**src/rtl/protobuf_serializer.sv**
```systemverilog
// Protobuf encode accelerator: an AXI4 slave that varint-encodes or passes through
// 32-bit host writes into a byte FIFO, which the host drains with single-byte reads.
module protobuf_serializer #(
  parameter int FIFO_DEPTH = 64
) (
  input  logic        clock_clk,
  input  logic        reset_reset,
  input  logic [3:0]  axs_s0_awid,
  input  logic [31:0] axs_s0_awaddr,
  input  logic [7:0]  axs_s0_awlen,
  input  logic [2:0]  axs_s0_awsize,
  input  logic [1:0]  axs_s0_awburst,
  input  logic        axs_s0_awvalid,
  output logic        axs_s0_awready,
  input  logic [31:0] axs_s0_wdata,
  input  logic [3:0]  axs_s0_wstrb,
  input  logic        axs_s0_wvalid,
  output logic        axs_s0_wready,
  output logic [3:0]  axs_s0_bid,
  output logic        axs_s0_bvalid,
  input  logic        axs_s0_bready,
  input  logic [3:0]  axs_s0_arid,
  input  logic [31:0] axs_s0_araddr,
  input  logic [7:0]  axs_s0_arlen,
  input  logic [2:0]  axs_s0_arsize,
  input  logic [1:0]  axs_s0_arburst,
  input  logic        axs_s0_arvalid,
  output logic        axs_s0_arready,
  output logic [3:0]  axs_s0_rid,
  output logic [31:0] axs_s0_rdata,
  output logic        axs_s0_rlast,
  output logic        axs_s0_rvalid,
  input  logic        axs_s0_rready
);
  localparam int AW = $clog2(FIFO_DEPTH);
  localparam int CW = AW + 1;
  localparam logic [CW-1:0] C_DEPTH    = CW'(FIFO_DEPTH);
  localparam logic [CW-1:0] C_MAX_BEAT = CW'(5);

  typedef enum logic [1:0] {W_IDLE, W_EMIT, W_RESP} wstate_e;
  typedef enum logic       {R_IDLE, R_DATA} rstate_e;
  typedef enum logic [1:0] {M_NONE, M_VARINT, M_RAW} mode_e;
  typedef struct packed {
    logic [39:0] bytes;
    logic [2:0]  n;
  } enc_t;

  function automatic mode_e decode_mode(input logic [7:0] addr);
    case (addr)
      8'h01:        return M_VARINT;
      8'hF0, 8'hF1: return M_RAW;
      default:      return M_NONE;
    endcase
  endfunction

  // One beat becomes 0..5 bytes, packed LSB-first so emission is a simple shift.
  function automatic enc_t encode(input mode_e mode, input logic [31:0] data,
                                  input logic [3:0] strb);
    enc_t        e;
    logic [34:0] ext;
    int          k;
    e   = '0;
    ext = {3'b000, data};
    k   = 0;
    case (mode)
      M_VARINT: begin
        e.n = 3'd1;
        for (int i = 1; i < 5; i++)
          if ((data >> (7 * i)) != 32'd0) e.n = 3'(i + 1);
        for (int i = 0; i < 5; i++)
          e.bytes[8*i +: 8] = {(i + 1) < int'(e.n), ext[7*i +: 7]};
      end
      M_RAW: begin
        for (int lane = 0; lane < 4; lane++) begin
          if (strb[lane]) begin
            e.bytes[8*k +: 8] = data[8*lane +: 8];
            k++;
          end
        end
        e.n = 3'(k);
      end
      default: ;
    endcase
    return e;
  endfunction

  logic [7:0]    r_mem [FIFO_DEPTH];
  logic [AW-1:0] r_wr_ptr, r_rd_ptr;
  logic [CW-1:0] r_count;

  wstate_e     r_wstate, w_wnext;
  rstate_e     r_rstate, w_rnext;
  mode_e       r_mode, w_enc_mode;
  enc_t        w_enc;
  logic [3:0]  r_awid, r_arid;
  logic [7:0]  r_beats_left, r_arlen, r_beat;
  logic [39:0] r_buf;
  logic [2:0]  r_nleft;

  logic w_space_ok, w_push, w_pop, w_cap_first, w_cap_next, w_ar_hs;
  logic w_awready, w_wready, w_arready, w_rvalid, w_rlast;
  logic w_unused_ok;

  assign w_unused_ok = &{1'b0, axs_s0_awaddr[31:8], axs_s0_awsize, axs_s0_awburst,
                         axs_s0_araddr, axs_s0_arsize, axs_s0_arburst};

  // Room for the largest beat (a 5-byte varint) is required before accepting data.
  assign w_space_ok = (C_DEPTH - r_count) >= C_MAX_BEAT;
  assign w_enc_mode = (r_wstate == W_IDLE) ? decode_mode(axs_s0_awaddr[7:0]) : r_mode;
  assign w_enc      = encode(w_enc_mode, axs_s0_wdata, axs_s0_wstrb);

  // ---------------- write FSM ----------------
  // NOTE: sequential state uses non-blocking assignments so every flop samples pre-edge values.
  always_ff @(posedge clock_clk or negedge reset_reset) begin
    if (!reset_reset) r_wstate <= W_IDLE;
    else              r_wstate <= w_wnext;
  end

  // NOTE: every signal driven here gets a default first, so no path can infer a latch.
  always_comb begin
    w_wnext     = r_wstate;
    w_awready   = 1'b0;
    w_wready    = 1'b0;
    w_cap_first = 1'b0;
    w_cap_next  = 1'b0;
    w_push      = 1'b0;
    case (r_wstate)
      W_IDLE: begin
        w_awready = w_space_ok & reset_reset;
        w_wready  = w_space_ok & reset_reset;
        if (axs_s0_awvalid && axs_s0_wvalid && w_awready && w_wready) begin
          w_cap_first = 1'b1;
          w_wnext     = W_EMIT;
        end
      end
      W_EMIT: begin
        if (r_nleft != 3'd0) begin
          w_push = 1'b1;
        end else if (r_beats_left == 8'd0) begin
          w_wnext = W_RESP;
        end else begin
          w_wready   = w_space_ok;
          w_cap_next = axs_s0_wvalid & w_space_ok;
        end
      end
      W_RESP: begin
        if (axs_s0_bready) w_wnext = W_IDLE;
      end
      default: w_wnext = W_IDLE;
    endcase
  end

  always_ff @(posedge clock_clk or negedge reset_reset) begin
    if (!reset_reset) begin
      r_awid       <= '0;
      r_mode       <= M_NONE;
      r_beats_left <= '0;
      r_buf        <= '0;
      r_nleft      <= '0;
    end else if (w_cap_first) begin
      r_awid       <= axs_s0_awid;
      r_mode       <= w_enc_mode;
      r_beats_left <= axs_s0_awlen;
      r_buf        <= w_enc.bytes;
      r_nleft      <= w_enc.n;
    end else if (w_cap_next) begin
      r_beats_left <= r_beats_left - 1'b1;
      r_buf        <= w_enc.bytes;
      r_nleft      <= w_enc.n;
    end else if (w_push) begin
      r_buf   <= {8'h00, r_buf[39:8]};
      r_nleft <= r_nleft - 1'b1;
    end
  end

  // ---------------- read FSM ----------------
  always_ff @(posedge clock_clk or negedge reset_reset) begin
    if (!reset_reset) r_rstate <= R_IDLE;
    else              r_rstate <= w_rnext;
  end

  always_comb begin
    w_rnext   = r_rstate;
    w_arready = 1'b0;
    w_ar_hs   = 1'b0;
    w_rvalid  = 1'b0;
    w_rlast   = 1'b0;
    w_pop     = 1'b0;
    case (r_rstate)
      R_IDLE: begin
        w_arready = reset_reset;
        if (axs_s0_arvalid && w_arready) begin
          w_ar_hs = 1'b1;
          w_rnext = R_DATA;
        end
      end
      R_DATA: begin
        w_rvalid = (r_count != '0);
        w_rlast  = w_rvalid && (r_beat == r_arlen);
        if (w_rvalid && axs_s0_rready) begin
          w_pop = 1'b1;
          if (w_rlast) w_rnext = R_IDLE;
        end
      end
      default: w_rnext = R_IDLE;
    endcase
  end

  always_ff @(posedge clock_clk or negedge reset_reset) begin
    if (!reset_reset) begin
      r_arid  <= '0;
      r_arlen <= '0;
      r_beat  <= '0;
    end else if (w_ar_hs) begin
      r_arid  <= axs_s0_arid;
      r_arlen <= axs_s0_arlen;
      r_beat  <= '0;
    end else if (w_pop) begin
      r_beat <= r_beat + 1'b1;
    end
  end

  // ---------------- byte FIFO ----------------
  always_ff @(posedge clock_clk or negedge reset_reset) begin
    if (!reset_reset) begin
      r_wr_ptr <= '0;
      r_rd_ptr <= '0;
      r_count  <= '0;
    end else begin
      if (w_push) r_wr_ptr <= r_wr_ptr + 1'b1;
      if (w_pop)  r_rd_ptr <= r_rd_ptr + 1'b1;
      case ({w_push, w_pop})
        2'b10:   r_count <= r_count + 1'b1;
        2'b01:   r_count <= r_count - 1'b1;
        default: ;
      endcase
    end
  end

  // NOTE: the storage array is deliberately not reset; pointers and count define which entries are valid.
  always_ff @(posedge clock_clk) begin
    if (w_push) r_mem[r_wr_ptr] <= r_buf[7:0];
  end

  assign axs_s0_awready = w_awready;
  assign axs_s0_wready  = w_wready;
  assign axs_s0_bid     = r_awid;
  assign axs_s0_bvalid  = (r_wstate == W_RESP);
  assign axs_s0_arready = w_arready;
  assign axs_s0_rid     = r_arid;
  assign axs_s0_rvalid  = w_rvalid;
  assign axs_s0_rlast   = w_rlast;
  assign axs_s0_rdata   = w_rvalid ? {24'h0, r_mem[r_rd_ptr]} : 32'h0;

endmodule

```
**config.mk**
```make
export PLATFORM = sky130hd
export DESIGN_NAME = protobuf_serializer
export DESIGN_NICKNAME = d
export VERILOG_FILES = /design/src/rtl/protobuf_serializer.sv
export SDC_FILE = /design/constraint.sdc
export NUM_CORES = 1
export LEC_CHECK = 0
export CAP_MARGIN = 20
export CORE_UTILIZATION = 30
export CTS_CLUSTER_DIAMETER = 100
export CTS_CLUSTER_SIZE = 30
export DETAILED_ROUTE_END_ITERATION = 6
export SLEW_MARGIN = 20
export SYNTH_ARGS = -nofsm -noshare
export SYNTH_HDL_FRONTEND = slang
export SYNTH_SLANG_ARGS = --single-unit
```
**constraint.sdc**
```tcl
create_clock -name clock_clk -period 3.3 [get_ports clock_clk]
set_clock_uncertainty 0.1 [all_clocks]
set_input_delay 0.66 -clock clock_clk [delete_from_list [all_inputs] [get_ports clock_clk]]
set_output_delay 0.66 -clock clock_clk [all_outputs]
set_load 0.01 [all_outputs]
```
# Yosys cells after proc, flatten, opt, wreduce, memory -nomap -nowiden
# Memories as Yosys holds them, arrays and structs flattened.
# Index checks and enable logic that the tools add are counted.
# op_classes
reduce_logical,20
mul,0
magnitude_cmp,6
n_eq_ne,14
shifts,6
add_sub_neg,14
mux,65
n_bitwise,3
n_div,0
# op_table
operator,n
40-bit two-way mux,8
29-bit two-way mux,5
32-bit nonzero test,4
40-bit bitwise mux,3
"8-bit by 33-bit variable shift with 40-bit output, first input constant",3
8-bit by 33-bit variable part select with 40-bit output,3
32-bit negation with 33-bit output,3
43-bit one-hot mux with 2 select lines,1
"29-bit by 2-bit adder with 29-bit output, second input constant",2
8-bit two-way mux,7
3-bit two-way mux,8
1-bit two-way mux,22
"8-bit equality test, second input constant",2
7-bit one-hot mux with 2 select lines,1
"6-bit by 1-bit adder with 6-bit output, second input constant",2
2-bit two-way mux,6
"8-bit by 1-bit adder with 8-bit output, second input constant",1
"8-bit by 1-bit equality test with 1-bit output, second input constant",1
8-bit equality test,1
8-bit logical NOT,1
"8-bit by 1-bit subtractor with 8-bit output, second input constant",1
"7-bit by 1-bit adder with 7-bit output, second input constant",1
"7-bit by 3-bit >= comparator with 1-bit output, second input constant",1
7-bit nonzero test,1
other kinds (22),40
# totals
romBits,0
in_bits,141
output_inout_bits,46
latch_bits,0
n_memories,1
mem_bits_rw,512
word_cells,142
ff_bits,99
# mem_list
name,depth,width,read_ports,rd_clocked_by_memory_dff,write_ports,line_no,rtl
r_mem,64,8,1,0,1,87,logic [7:0] r_mem [FIFO_DEPTH];

# Longest topological paths before layout
# Gate-level depths: netlist of the first run.
# depth
ltp_word,19
depth_mapped,15

# Least setup slack after synthesis of the first run
# OpenSTA, ideal clock, no wires.
# synth_timing
kind,reg2reg
from,reg r_count[4]
to,reg r_count[6]
setup_ns,0.080
synth_period_minus_slack_ns,3.427
slack_ns,-0.127
arrival_ns,3.247
stages_incl_launch_ff,13
t_required_ns,3.120
path_buffers,1
path_cell_list,dfrtp_1 > or3_1 > o31a_1 > and2_0 > buf_2 > ha_1 > ha_1 > nor2b_1 > o21ai_0 > a21boi_0 > or4_1 > nand3_1 > xnor2_1
# synth_between
elab_chain_len,6
# synth_lines
item,line_no,rtl
"start, declared",89,logic [CW-1:0] r_count;
"start signal, assigned",233,2'b10: r_count <= r_count + 1'b1;
"start signal, assigned",234,2'b01: r_count <= r_count - 1'b1;
7-bit nonzero test (*),198,w_rvalid = (r_count != '0);
1-bit logical AND (*),200,if (w_rvalid && axs_s0_rready) begin
1-bit two-way mux (*),200,
1-bit two-way mux (*),189,case (r_rstate)
named net w_pop,100,"logic w_space_ok, w_push, w_pop, w_cap_first, w_cap_next, w_ar_hs;"
2-bit by 1-bit equality test with 1-bit output or 2-bit equality test (tied branches),232,"case ({w_push, w_pop})"
7-bit one-hot mux with 2 select lines or 2-bit nonzero test (tied branches),-,
# Mark *: on every way through the listed nets, which the timed path passes. The rest lies on a longest branch.
# A chain may end at the register's enable or synchronous reset.

# Final worst setup path of the first run
# layout_timing
from,reg r_rd_ptr[0]
to,out axs_s0_rdata[2]
# layout_between
elab_chain_len,2
# layout_lines
item,line_no,rtl
"start, declared",88,"logic [AW-1:0] r_wr_ptr, r_rd_ptr;"
"start signal, assigned",231,if (w_pop) r_rd_ptr <= r_rd_ptr + 1'b1;
memory 64 x 8 bit,-,
8-bit two-way mux,253,"assign axs_s0_rdata = w_rvalid ? {24'h0, r_mem[r_rd_ptr]} : 32'h0;"
"end, declared",30,"output logic [31:0] axs_s0_rdata,"
# No other way between the ends.

==> run metrics, run 1 <==
most frequent cell after synthesis edfxtp_1; row count about 110; Reg clk slew, reported paths about 110 ps; Power Density about 820 nW/µm²; starting density of the core 0.305; unrepaired setup endpoints after global routing yes; chip height just under 300 µm; violated checks setup timing; dpl cells around 2900; CP Capture Type output port; port bufs 96; gpl congestion a little under 0.9; Synth top area share 0.589; startpoint types register; vias per cell around 5.1; antenna cells 0; total CTS buffers 25; Core Region 85700 µm²; worst path required time between 2000 and 3000 ps; Post-synth ARST share 0.162; DRC Markers 0; TritonCTS clock tree yes; maximum clock frequency approximately 0.28 GHz; Layout area overhead 20.0%; Netlist cell types 70; Root Driver clkbuf_16; Final nets about 2000; synth cell count leaders edfxtp_1, mux4_2, nand2_1, nor2_1, dfrtp_1; antenna violations before repair 0; sequential area share after synthesis 0.684; arrival time of the worst setup path 2840 ps; Leakage roughly 11 nW; final wirelength 62700 µm; minimum clock period after layout 3600 ps; Die Width slightly below 300 µm; WS Path Type reg -> out; Detail Route Antenna Nets 0; Overflow after GRT 0; Clock Latency Late Sink 610 ps; io pins 187; FILL cells around 8000; area of the multi-input gates roughly 8100 µm²; layout cell share with drive strength beyond 1 0.267; hold crit path type in -> async; FF/Latch Area 17900 µm²; Synth area leaders edfxtp_1, mux4_2, dfrtp_1; Worst VDD drop 0.000545 V; Yosys top cell by area edfxtp_1; die area approximately 88000 µm²; post-synthesis instance area around 26000 µm²; Mapped Cells between 1500 and 2000; Max-slew headroom 0.263; Setup TNS -1970 ps; Synth Register Bits approximately 610; Starting DRT DRC Count between 1500 and 2000; clock sink count a little over 600; global-route usage over all layers 0.140; status finished, violations left; first-pass GRT wire length roughly 97000 µm; Slew @ Worst Pin roughly 1100 ps; router iterations before antenna repair 5; wire per inst 20.7 µm; largest net degree at the start of global routing 66; post-DP HPWL 41300 µm; Max-cap violations 0; Fin. Hold Viols 0; Post-synth EDFFs 512; Layout Cells excl Fill between 3000 and 4000; Total Power between 20 and 30 mW; CTS max path bufs 3; Finish-stage setup viols 10; Max Slew Vio Count 0; via count about 15000; setup ws final -303 ps; fin crit share 1.09; syn_area_per_cell around 16 µm²; H-Tree Depth 1; Synth warnings 0; Crit Path Max Fanout 5; Post-synth top flop edfxtp_1; vias in the first global route approximately 16000
==> flip-flops by register name (all words and copies together) (netlist names) <==
| signal | flops |
|---|---|
| r_beats_left | 8 |
| axs_s0_bid | 4 |
| r_buf | 40 |
| r_mode | 2 |
| axs_s0_rid | 4 |
| r_beat | 8 |
| r_wstate | 2 |
| r_mem | 512 |
| r_rstate | 1 |
| r_wr_ptr | 6 |
| r_arlen | 8 |
| r_rd_ptr | 6 |
| r_count | 7 |
| r_nleft | 3 |
==> what timing repair did <==
| item | CTS | global route |
|---|---|---|
| gates resized for setup | 144 | 38 |
| hold buffers | 1 | 0 |
| cloned | 6 | 0 |
| buffers inserted | 26 | 18 |
| endpoints found under the hold margin | 2 | 0 |
| pin swaps | 29 | 24 |
| setup endpoints to repair | 12 | 17 |
==> logic make-up after synthesis <==
kind of cell	Yosys count	synth area share
compound gates	255	0.0664
flops	611	0.684
mux	179	0.131
fa+ha+maj	26	0.0130
other cells	1	0.000144
simple gates	380	0.0684
buf+inv	140	0.0260
xor+xnor	32	0.0107
==> through the flow <==
step                setup slack, ps  area [µm²]   util  hold WS (ps)
detailed placement             -493       29400  0.344           374
finish                         -303       31300  0.365           284
global route                   -379       31300  0.365           280
CTS                            -304       31000  0.362           255
global placement               -430       29400  0.344           371
floorplan                      12.2       26200      -           264
==> path summary, 6_finish.rpt <==
check | start | to | slack (ps) | depth (start not counted)
worst min register to register | r_buf[37] | r_buf[37] | 410 | 2
worst max register to register | r_count[4] | r_count[6] | 180 | 12
max in group asynchronous | reset_reset | r_buf[2] | 1820 | 3
worst min-delay path | reset_reset | axs_s0_bid[2] | 280 | 2
min in group clock_clk | r_buf[37] | r_buf[37] | 410 | 2
worst max-delay path | r_rd_ptr[0] | axs_s0_rdata[2] | -300 | 9
==> power by group <==
| group | leakage, nW | switching [mW] | internal, mW |
|---|---|---|---|
| Clock | 0.372 | 2.36 | 1.58 |
| Sequential | 6.01 | 1.04 | 9.92 |
| Combinational | 4.28 | 5.64 | 5.24 |
| Total | 10.7 | 9.04 | 16.7 |
==> layout make-up <==
type	count	share of cell area
multi-input cells	896	0.259
flip-flops and latches	611	0.571
inverters	27	0.00324
well taps	1144	0.0457
clock buffers	40	0.0221
repair buffers	308	0.0958
clock inverters	6	0.00300
==> worst max-delay path, stage by stage, from the launching register on <==
cell	delay [ps]
dfrtp_4	520
buf_12	160
buf_12	130
buf_4	160
mux4_2	460
o221ai_2	170
o21ai_1	110
nand4_1	240
o21ai_2	130
buf_2	160
==> layout by cell type, fill, tap and decap left out, types with 9 or more instances in the layout <==
master	instances
o22ai_1	20
ha_1	20
nor4_1	9
a22oi_1	21
xor2_1	19
xnor2_1	13
a221oi_1	28
clkbuf_16	25
mux4_2	128
edfxtp_1	512
dfrtp_1	88
nor2b_1	14
a21oi_1	39
clkdlybuf4s50_1	84
clkbuf_1	14
nand4_1	14
nand3_1	36
nand2b_1	11
o21ai_0	26
nand2_1	114
nor2_1	111
buf_6	17
conb_1	24
a31oi_1	35
mux2_2	23
buf_4	171
mux2i_1	15
inv_1	24
nor3_1	11
buf_12	17
==> routing by layer <==
| metal | part of all wire | global-route usage |
|---|---|---|
| met1 | 0.43 | 0.195 |
| met2 | 0.49 | 0.235 |
| met3 | 0.060 | 0.0175 |
| met4 | 0.020 | 0.0275 |
| met5 | 0 | 0 |
(Power assumes the default switching activity.)
==> inputs of run 2 (changes only) <==
--- a/config.mk
+++ b/config.mk
@@ -10,6 +10,7 @@
 export CTS_CLUSTER_DIAMETER = 100
 export CTS_CLUSTER_SIZE = 30
 export DETAILED_ROUTE_END_ITERATION = 6
+export SKIP_LAST_GASP = 1
 export SLEW_MARGIN = 20
 export SYNTH_ARGS = -nofsm -noshare
 export SYNTH_HDL_FRONTEND = slang
==> run metrics, run 2 (same netlist as run 1, synthesis figures left out) <==
post-DP HPWL 41300 µm (unchanged); status finished, violations left; vias per cell 5.07 (about the same); RR Startpoint r_count[4]; WS Path Type reg -> out; io pins 187 (unchanged); CP Capture Type output port; die area 88200 µm² (unchanged); vias in the first global route 15514 (-0.0064%); Die Width 297 µm (unchanged); most common cell after layout, fill and taps aside edfxtp_1; fin crit share 1.09 (-0.00466); hold crit path type in -> async; final wirelength 62800 µm (about the same); Max Slew Vio Count 0 (unchanged); Overflow after GRT 0 (unchanged); design area 31300 µm² (about the same); startpoint types register; unrepaired setup endpoints after global routing yes; row count 107 (unchanged); violated checks setup timing; Worst VDD drop 0.000547 V (+0.33%); total CTS buffers 25 (unchanged); final hold slack 284 ps (+0.141 ps); via count 15380 (+0.13%); global-route usage over all layers 0.140 (unchanged); max reg flops 512 (unchanged); maximum clock frequency 0.279 GHz (+0.43%); minimum clock period after layout 3590 ps (-15.4 ps); Core Region 85700 µm² (unchanged); Register-to-Register Path Depth 12 (unchanged); port bufs 96 (unchanged); FILL cells 8049 (+0.012%); layout cell share with drive strength beyond 1 0.267 (about the same); CTS max path bufs 3 (unchanged); Detail Route Antenna Nets 0 (unchanged); Leakage 10.7 nW (about the same); Layout Cells excl Fill 3033 (+0.033%); Slew @ Worst Pin 1100 ps (-4.09 ps); H-Tree Depth 1 (unchanged); Clock Latency Late Sink 610 ps (about the same); Starting DRT DRC Count 1513 (-2.1%); Root Driver clkbuf_16; setup ws final -287 ps (+15.4 ps); most frequent cells in the layout edfxtp_1, buf_4, mux4_2; largest registers r_mem: 512 flops, r_buf: 40 flops; clock sink count 611 (unchanged); setup slack, reg-to-reg 180 ps (about the same); Max-cap violations 0 (unchanged); TritonCTS clock tree yes; first-pass GRT wire length 96500 µm (about the same); Layout Utilization 0.365 (about the same); register with the most flip-flops r_mem; dpl cells 2939 (unchanged); placed cell areas 29400 µm² (unchanged); starting density of the core 0.305 (unchanged); Power Density 823 nW/µm² (about the same); worst path required time 2540 ps (about the same); largest net degree at the start of global routing 66 (unchanged); arrival time of the worst setup path 2830 ps (about the same); wire per inst 20.7 µm (about the same); antenna cells 0 (unchanged); Finish-stage setup viols 10 (unchanged); Crit Path Max Fanout 5 (unchanged); gpl congestion 0.873 (unchanged); router iterations before antenna repair 5 (unchanged); DRC Markers 0 (unchanged); antenna violations before repair 0 (unchanged); Layout area overhead 19.9% (about the same); Reg clk slew, reported paths 110 ps (about the same); Max-slew headroom 0.266 (+0.00274); Final nets 2037 (+0.049%); Fin. Hold Viols 0 (unchanged); chip height 297 µm (unchanged); Total Power 25.8 mW (about the same); RR Endpoint r_count[6]
[run 2: final cells by class]
type                       instances  area, µm²  share of cell area
sequential                       611      17900               0.571
multi-input combinational        896       8110               0.259
timing repair buffer             309       2990              0.0956
tap                             1144       1430              0.0457
clock buffer                      40        692              0.0221
inverter                          27        101             0.00324
clock inverter                     6       93.8             0.00300
[run 2: how the worst max path moves through the flow]
stage                    startpoint  slack (ps)              end  cells past startpoint
floorplan                r_count[0]          10       r_count[6]                     14
global route            r_rd_ptr[0]        -380  axs_s0_rdata[2]                      9
CTS                     r_rd_ptr[0]        -300  axs_s0_rdata[0]                     10
detailed placement  axs_s0_wstrb[0]        -490         r_buf[5]                     13
finish                  r_rd_ptr[0]        -290  axs_s0_rdata[2]                      9
global placement    axs_s0_wstrb[0]        -430         r_buf[3]                     12
[run 2: timing repair]
| action | in CTS | in global routing |
|---|---|---|
| setup buffers | 26 | 19 |
| cloned | 6 | 0 |
| hold buffers | 1 | 0 |
| endpoints found under the hold margin | 2 | 0 |
| resized for setup | 143 | 34 |
| setup endpoints to repair | 12 | 17 |
| pin swaps | 28 | 24 |
[run 2: report_power, final]
part	switching [mW]	total [mW]	internal, mW
Clock	2.36	3.94	1.58
Sequential	1.05	11.0	9.92
Combinational	5.63	10.9	5.23
[run 2: worst max-delay path: stages, from the launching register on]
cell and delay [ps]:
dfrtp_4 520, buf_12 160, buf_12 130, buf_4 160, mux4_2 440, o221ai_1 190
o21ai_1 110, nand4_1 230, o21ai_2 120, buf_2 160
[run 2: through the flow]
stage	setup slack [ps]	setup TNS (ps)
after global placement	-430	-9080
after floorplan	12.2	0
final	-287	-2030
after detailed placement	-493	-10060
after global routing	-380	-2800
after CTS	-304	-2470
[run 2: layer usage]
metal	track usage	vias to the layer above	part of all wire
met5	0	-	0
met4	0.0275	0	0.020
met3	0.0175	71	0.056
met2	0.235	517	0.49
met1	0.195	7958	0.44
li1	-	6834	-
==> inputs of run 3 (changes only) <==
--- a/config.mk
+++ b/config.mk
@@ -7,7 +7,7 @@
 export LEC_CHECK = 0
 export CAP_MARGIN = 20
 export CORE_UTILIZATION = 30
-export CTS_CLUSTER_DIAMETER = 100
+export CTS_CLUSTER_DIAMETER = 80
 export CTS_CLUSTER_SIZE = 30
 export DETAILED_ROUTE_END_ITERATION = 6
 export SKIP_LAST_GASP = 1
==> run metrics, run 3 (same netlist as run 1, synthesis figures left out) <==
largest net degree at the start of global routing 66 (unchanged); Fin. Hold Viols 0 (unchanged); starting density of the core 0.305 (unchanged); minimum clock period after layout 3610 ps (+23.4 ps); setup slack, reg-to-reg 170 ps (about the same); setup ws final -311 ps (-23.4 ps); H-Tree Depth 1 (unchanged); Worst VDD drop 0.000547 V (about the same); global-route usage over all layers 0.139 (-0.000700); Max Slew Vio Count 0 (unchanged); clock sink count 611 (unchanged); most frequent cells in the layout edfxtp_1, buf_4, mux4_2; gr busiest metal met2; antenna violations before repair 0 (unchanged); WS Path Type reg -> out; Detail Route Antenna Nets 0 (unchanged); Power Density 831 nW/µm² (+0.92%); Total Power 26.0 mW (+0.93%); largest registers r_mem: 512 flops, r_buf: 40 flops; first-pass GRT wire length 95900 µm (-0.63%); router iterations before antenna repair 5 (unchanged); wire per inst 20.6 µm (-0.34%); fin crit share 1.09 (+0.00710); vias in the first global route 15457 (-0.37%); gpl congestion 0.873 (unchanged); status finished, violations left; Die Width 297 µm (unchanged); Crit-path slowest cell dfrtp_4; most common cell after layout, fill and taps aside edfxtp_1; RR Endpoint r_count[6]; Buf/Inv on CP 4 (unchanged); Core Region 85700 µm² (unchanged); crit path launch r_rd_ptr[0]; post-DP HPWL 41300 µm (unchanged); Overflow after GRT 0 (unchanged); register with the most flip-flops r_mem; worst slack, placed -493 ps (unchanged); antenna cells 0 (unchanged); Root Driver clkbuf_16; worst path required time 2540 ps (about the same); arrival time of the worst setup path 2850 ps (+20 ps); met2 Use GR 0.231 (-0.00362); via count 15248 (-0.86%); CP Capture Type output port; maximum clock frequency 0.277 GHz (-0.65%); Leakage 10.7 nW (+0.34%); Finish-stage setup viols 10 (unchanged); DRC Markers 0 (unchanged); met3 usage 0.0204 (+0.00285); CTS max path bufs 3 (unchanged); Crit Path Max Fanout 4 (-1); Max-cap violations 0 (unchanged); max reg flops 512 (unchanged); Reg clk slew, reported paths 100 ps (about the same); io pins 187 (unchanged); crit-path cells buf_12 > buf_12 > buf_4 > mux4_2 > o221ai_2 > o21ai_1 > nand4_1 > o21ai_2 > buf_2; CP top delay family buffers and inverters; startpoint types register; most used cell, CP buf_12; chip height 297 µm (unchanged); Clock Latency Late Sink 610 ps (about the same); row count 107 (unchanged); Layout area overhead 19.9% (about the same); Register-to-Register Path Depth 14 (+2); layout cell share with drive strength beyond 1 0.263 (-0.00418); vias per cell 5.04 (-0.60%); Slew @ Worst Pin 1130 ps (+31.3 ps); unrepaired setup endpoints after global routing yes; die area 88200 µm² (unchanged); Starting DRT DRC Count 1508 (-0.33%); violated checks setup timing; RR Startpoint r_count[1]; TritonCTS clock tree yes; hold crit path type in -> async; Max-slew headroom 0.245 (-0.0209); CP max stage delay 510 ps (about the same); total CTS buffers 31 (+24%); port bufs 96 (unchanged); routing usage on met1 0.192 (-0.00303); Final nets 2024 (-0.64%); final wirelength 62400 µm (-0.61%)
run 3: cell count changes in the layout (fill, tap and decap cells not counted), moves of 4 or more:
cell       previous run  this run
o22ai_4               7         3
clkbuf_16            25        31
buf_6                14        10
buf_16                8         4
buf_4               174       165
inv_12                0         4
clkbuf_1             14         6
run 3: metrics by stage:
step | hold WS (ps) | TNS (ps) | util | instance area, µm² | std cells
3_5_place_dp | 374 | -10060 | 0.344 | 29400 | 2939
2_1_floorplan | 264 | 0 | - | 26200 | 1647
5_1_grt | 270 | -3070 | 0.365 | 31300 | 3025
4_1_cts | 241 | -2240 | 0.364 | 31200 | 3020
6_report | 284 | -2110 | 0.365 | 31300 | 3025
3_3_place_gp | 371 | -9080 | 0.344 | 29400 | 2939
run 3: where the power goes:
part / switching [mW] / internal [mW]
Clock: 2.69 / 1.95
Combinational: 5.46 / 4.94
Sequential: 1.04 / 9.92
Total: 9.19 / 16.8
run 3: cell type report:
class | count | area, µm²
well taps | 1144 | 1430
clock inverters | 18 | 267
multi-input cells | 896 | 8020
fillers | 8035 | 54400
flip-flops and latches | 611 | 17900
inverters | 27 | 101
repair buffers | 290 | 2780
clock buffers | 39 | 826
run 3: per-layer routing:
metal,share of wire,up-vias,wire [µm]
met4,0.025,0,1560
met3,0.058,92,3600
li1,-,6814,-
met5,0,-,0
met2,0.48,491,30200
met1,0.43,7851,27100
run 3: repair_timing:
| action | 4_1_cts | 5_1_grt |
|---|---|---|
| hold buffers | 1 | 0 |
| setup buffers | 18 | 7 |
| endpoints found under the setup margin | 11 | 16 |
| gates resized for setup | 124 | 14 |
| pin swaps | 30 | 14 |
| cloned | 5 | 0 |
| hold endpoints to repair | 2 | 0 |
run 3: worst max path at each step:
stage / slack, ps / end / cells past startpoint
floorplan: 10 / r_count[6] / 14
global placement: -430 / r_buf[3] / 12
detailed placement: -490 / r_buf[5] / 13
CTS: -310 / axs_s0_rdata[5] / 10
global route: -410 / axs_s0_rdata[2] / 9
finish: -310 / axs_s0_rdata[2] / 9
